### src/rtl/masked_half_sequencer.sv
// Time-shares one half-width masked unit across both halves of a wide shared word.
// Low half issues first, then high half; results are rejoined per share as {hi, lo}.
module masked_half_sequencer #(
  parameter int NUM_SHARES = 2,
  parameter int HALF_WIDTH = 15,
  parameter int LATENCY    = 3
) (
  input  logic                                       in_clock,
  input  logic                                       in_reset_n,
  input  logic [NUM_SHARES-1:0][2*HALF_WIDTH-1:0]    in_a,
  input  logic                                       in_a_valid,
  output logic                                       out_a_ready,
  output logic [NUM_SHARES-1:0][HALF_WIDTH-1:0]      out_unit_a,
  output logic                                       out_unit_valid,
  input  logic [NUM_SHARES-1:0][HALF_WIDTH-1:0]      in_unit_b,
  output logic [NUM_SHARES-1:0][2*HALF_WIDTH-1:0]    out_b,
  output logic                                       out_b_valid,
  input  logic                                       in_b_ready
);

  localparam int CW = $clog2(LATENCY + 1);
  localparam logic [CW-1:0] CNT_INIT = CW'(LATENCY - 1);

  typedef enum logic [2:0] {
    S_IDLE, S_ISSUE_LO, S_ISSUE_HI, S_WAIT, S_DONE
  } state_e;

  state_e                                  state_q, state_d;
  logic [NUM_SHARES-1:0][2*HALF_WIDTH-1:0] op_q, op_d;
  logic [NUM_SHARES-1:0][HALF_WIDTH-1:0]   lo_q, lo_d;
  logic [NUM_SHARES-1:0][HALF_WIDTH-1:0]   hi_q, hi_d;
  logic [CW-1:0]                           cnt_q, cnt_d;

  always_ff @(posedge in_clock or negedge in_reset_n) begin
    if (!in_reset_n) begin
      state_q <= S_IDLE;
      op_q    <= '0;
      lo_q    <= '0;
      hi_q    <= '0;
      cnt_q   <= '0;
    end else begin
      state_q <= state_d;
      op_q    <= op_d;
      lo_q    <= lo_d;
      hi_q    <= hi_d;
      cnt_q   <= cnt_d;
    end
  end

  // cnt_q counts down over WAIT; the low result lands one cycle before the high one,
  // which for LATENCY==1 falls into ISSUE_HI itself.
  always_comb begin
    state_d = state_q;
    op_d    = op_q;
    lo_d    = lo_q;
    hi_d    = hi_q;
    cnt_d   = cnt_q;
    case (state_q)
      S_IDLE: begin
        if (in_a_valid) begin
          op_d    = in_a;
          state_d = S_ISSUE_LO;
        end
      end
      S_ISSUE_LO: state_d = S_ISSUE_HI;
      S_ISSUE_HI: begin
        op_d    = '0;
        cnt_d   = CNT_INIT;
        state_d = S_WAIT;
        if (LATENCY == 1) lo_d = in_unit_b;
      end
      S_WAIT: begin
        if (LATENCY > 1 && cnt_q == CW'(1)) lo_d = in_unit_b;
        if (cnt_q == '0) begin
          hi_d    = in_unit_b;
          state_d = S_DONE;
        end else begin
          cnt_d = cnt_q - CW'(1);
        end
      end
      S_DONE: begin
        if (in_b_ready) begin
          lo_d    = '0;
          hi_d    = '0;
          state_d = S_IDLE;
        end
      end
      default: state_d = S_IDLE;
    endcase
  end

  // Gated by reset so ready stays low while reset is held.
  assign out_a_ready    = in_reset_n & (state_q == S_IDLE);
  assign out_unit_valid = (state_q == S_ISSUE_LO) || (state_q == S_ISSUE_HI);
  assign out_b_valid    = (state_q == S_DONE);

  for (genvar g = 0; g < NUM_SHARES; g++) begin : g_share
    assign out_unit_a[g] = (state_q == S_ISSUE_LO) ? op_q[g][HALF_WIDTH-1:0] :
                           (state_q == S_ISSUE_HI) ? op_q[g][2*HALF_WIDTH-1:HALF_WIDTH] :
                                                     '0;
    assign out_b[g]      = (state_q == S_DONE) ? {hi_q[g], lo_q[g]} : '0;
  end

endmodule

### config.mk
export PLATFORM = sky130hd
export DESIGN_NAME = masked_half_sequencer
export DESIGN_NICKNAME = d
export VERILOG_FILES = /design/src/rtl/masked_half_sequencer.sv
export SDC_FILE = /design/constraint.sdc
export NUM_CORES = 1
export LEC_CHECK = 0
export CORE_MARGIN = 5
export CORE_UTILIZATION = 45
export CTS_CLUSTER_SIZE = 20
export DETAILED_ROUTE_END_ITERATION = 8
export HOLD_SLACK_MARGIN = 0.12
export PLACE_DENSITY_LB_ADDON = 0.25
export RECOVER_POWER = 100
export SLEW_MARGIN = 20
export SYNTH_ARGS = -nofsm -noshare
export SYNTH_HDL_FRONTEND = slang
export SYNTH_SLANG_ARGS = --single-unit
### constraint.sdc
create_clock -name in_clock -period 3.2 [get_ports in_clock]
set_clock_uncertainty 0.1 [all_clocks]
set_input_delay 0.64 -clock in_clock [delete_from_list [all_inputs] [get_ports in_clock]]
set_output_delay 0.64 -clock in_clock [all_outputs]
set_load 0.02 [all_outputs]
==> metrics.cfg, run 1 <==
[status]
status=complete, no violations

[worst_setup_path]
arrival_ns=2.30
cp-endpoint=out_b[34]
r2r_start=cnt_q[0]
ff2ff_path_depth=6
cp-start-kind=flip-flop
critPathLaunch=state_q[1]
reg2reg_to=hi_q[20]
worst-path-stages=6
cp.required_ns=2.46
critical_path_buf_inv_count=3
cp_max_fo=60
crit_type=flip-flop to primary output
end_kind=primary output
slowest_delay_ns=0.62
cpMaxStageDelayCell=clkdlybuf4s50_1
r2r_slack_ns=0.45
crit_family=buffers and inverters
worstPathCellList=nor2_4 > nand2_2 > inv_1 > buf_12 > and2_0 > clkdlybuf4s50_1

[clocking]
hold_buffers=0
cts_buffers=17
path_clk_slew_ns=0.05
cts_htree_levels=4
cts_max_path_buffers=2
cts.sinks=125
cts_tree=done
clockRootBuffer=clkbuf_16
clk_latency_ns=0.41

[final_layout]
drive_gt1_share_pct=8.72
finalNetCount=707
area_growth_pct=38.5
n_antenna_cell=0
nFillCells=1047

[job]
cap_violations=0

[pwr]
power_density_nw_per_um2=765
ir_drop_mv=0.482
power_mw=6.19
p_leak_nw=3.56

[grt]
grt-ovfl-total=0
grt_pass1_wl_um=22200
antenna_found_initial=1
grt_max_degree=75
grtUsageTotal_pct=18.8
grt_pass1_vias=4299

[hold_path]
worstHoldPathType=flip-flop to flip-flop
holdPathStages=1

[logic_synthesis]
synth_compound_area_share_pct=14.7
postSynthAreaPerCell_um2=13.5
synth_flop_cell=dfrtp_1
seq_area_frac_synth_pct=53.6
yosys.area_share.simple_pct=11.6
yosys_warnings=0
synthAdderAreaFrac_pct=0.429
synth.area.mux_share_pct=15.6
netlist_instances=432
syn_nets=528
synth.cell_area_um2=5840
ys_ff_latch=125
synth-xor-area-share_pct=0
synth-edff-count=0
yosysUniqueCellTypes=33
synth-async-reset-ratio_pct=100
synth_top_family_by_area=multiplexers

[floorplan]
die_h_um=124
row_count=41
start_util_pct=46.1
die-area_um2=15300
core_area_um2=12700
die_w_um=124
io-pin-count=187

[routing]
drc_errors=0
postRouteAntennaNets=0
first_pass_iters=6
wire_per_inst_um=17.4
vias_per_cell=5.13
wl_um=13700
vias=4057
initialDrtViolationCount=191

[sta]
slew_violations=0
tightestPinTransition_ns=1.22
setup_tns_ns=0
fmax_mhz=329
finalHoldViolCount=0
slew_headroom_pct=19.0
fin_crit_ns=3.04
rsz0062_at_grt=no
finalSetupViolCount=0
period_share_pct=95.1

[placed_design]
io_buffers=186
globalplace.congestion=0.811
hpwl_um=9490

[sequential cells by signal, summed over array words and instances, names as in the netlist]
| register | count |
|---|---|
| state_q | 3 |
| cnt_q | 2 |
| hi_q | 30 |
| op_q | 60 |
| lo_q | 30 |
[power by group]
group,internal (mW),total [mW],switching [mW]
clock network,1.02,1.62,0.600
registers,2.27,2.67,0.405
logic,0.997,1.89,0.896
[repair_timing]
action / CTS / global route
resized for setup: 2 / 3
setup buffers: 0 / 0
setup endpoints to repair: 31 / 31
[worst min-delay path by stage]
stage,from,slack (ns),end
2_1_floorplan,in_reset_n,0.24,cnt_q[0]
3_3_place_gp,lo_q[16],0.38,lo_q[16]
3_5_place_dp,hi_q[0],0.39,hi_q[0]
4_1_cts,in_reset_n,0.26,state_q[1]
5_1_grt,lo_q[26],0.39,lo_q[26]
6_report,lo_q[28],0.37,lo_q[28]
[cell usage after synthesis (3+ instances only)]
master      n  area share [%]
mux2_4     60              15
buf_6       4            0.77
inv_1       3            0.19
and2_1     60             6.4
clkbuf_1   13            0.84
nor2b_1    32             3.4
buf_2      15             1.3
a22o_1     90              14
buf_8       3            0.77
dfrtp_1   125              54
[routing by layer]
metal	vias up	share of wire (%)	track usage, %
li1	1897	-	-
met1	1969	45	25.8
met2	172	44	26.9
met3	17	9.8	8.04
met4	2	1.3	6.71
met5	-	0.051	0
[area by class of cell]
cell class              instances  area, um2  area share, %
clock inverters                 3       15.0          0.186
inverters                       4       15.0          0.186
flip-flops and latches        125       3130           38.7
multi-input cells             266       2270           28.0
repair buffers                197       1960           24.2
well taps                     172        215           2.66
clock buffers                  24        482           5.96
[cell families after synthesis]
group	Yosys count
flops	125
simple gates	106
compound gates	97
mux	61
buf+inv	41
fa+ha+maj	2
[metrics by stage]
step	utilization (%)	worst slack, ns	cell area (um2)	hold WS [ns]	cells
floorplan	-	0.972	5840	0.244	432
global placement	61.9	0.484	7840	0.385	764
detailed placement	61.9	0.377	7840	0.387	764
CTS	65.8	0.0169	8340	0.256	791
global route	63.8	0.00970	8090	0.391	791
finish	63.8	0.156	8090	0.374	791
[cells in the final DEF, fill, tap and decap left out, types with 2 or more instances in the layout]
master | netlist | final
clkdlybuf4s50_1 | 0 | 170
dfrtp_2 | 0 | 3
ha_1 | 2 | 2
nor2b_1 | 32 | 32
buf_4 | 1 | 4
clkbuf_1 | 13 | 4
clkbuf_4 | 0 | 2
a22o_1 | 90 | 90
mux2_1 | 0 | 53
nor2_1 | 2 | 2
mux2_4 | 60 | 7
and2_1 | 60 | 33
buf_12 | 0 | 2
and2_0 | 0 | 27
dlygate4sd3_1 | 0 | 14
clkbuf_2 | 0 | 4
clkinv_2 | 0 | 3
dfrtp_1 | 125 | 122
a21oi_1 | 2 | 2
clkbuf_8 | 0 | 3
inv_1 | 3 | 4
clkbuf_16 | 0 | 17
[worst register-to-register path, cell delays in order (launching register included)]
cell       delay, ns
dfrtp_1         0.37
inv_1           0.09
ha_1            0.22
nand2_1         0.13
o2bb2ai_2       0.75
clkbuf_2        0.57
mux2_1          0.39
Note: power is estimated with default switching activity, not from simulation.
==> run 2, diff against run 1 <==
--- a/config.mk
+++ b/config.mk
@@ -5,6 +5,7 @@
 export SDC_FILE = /design/constraint.sdc
 export NUM_CORES = 1
 export LEC_CHECK = 0
+export CAP_MARGIN = 20
 export CORE_MARGIN = 5
 export CORE_UTILIZATION = 45
 export CTS_CLUSTER_SIZE = 20
==> results of run 2 <==
Same layout as run 1: the final DEF is identical, and so are final timing and power.
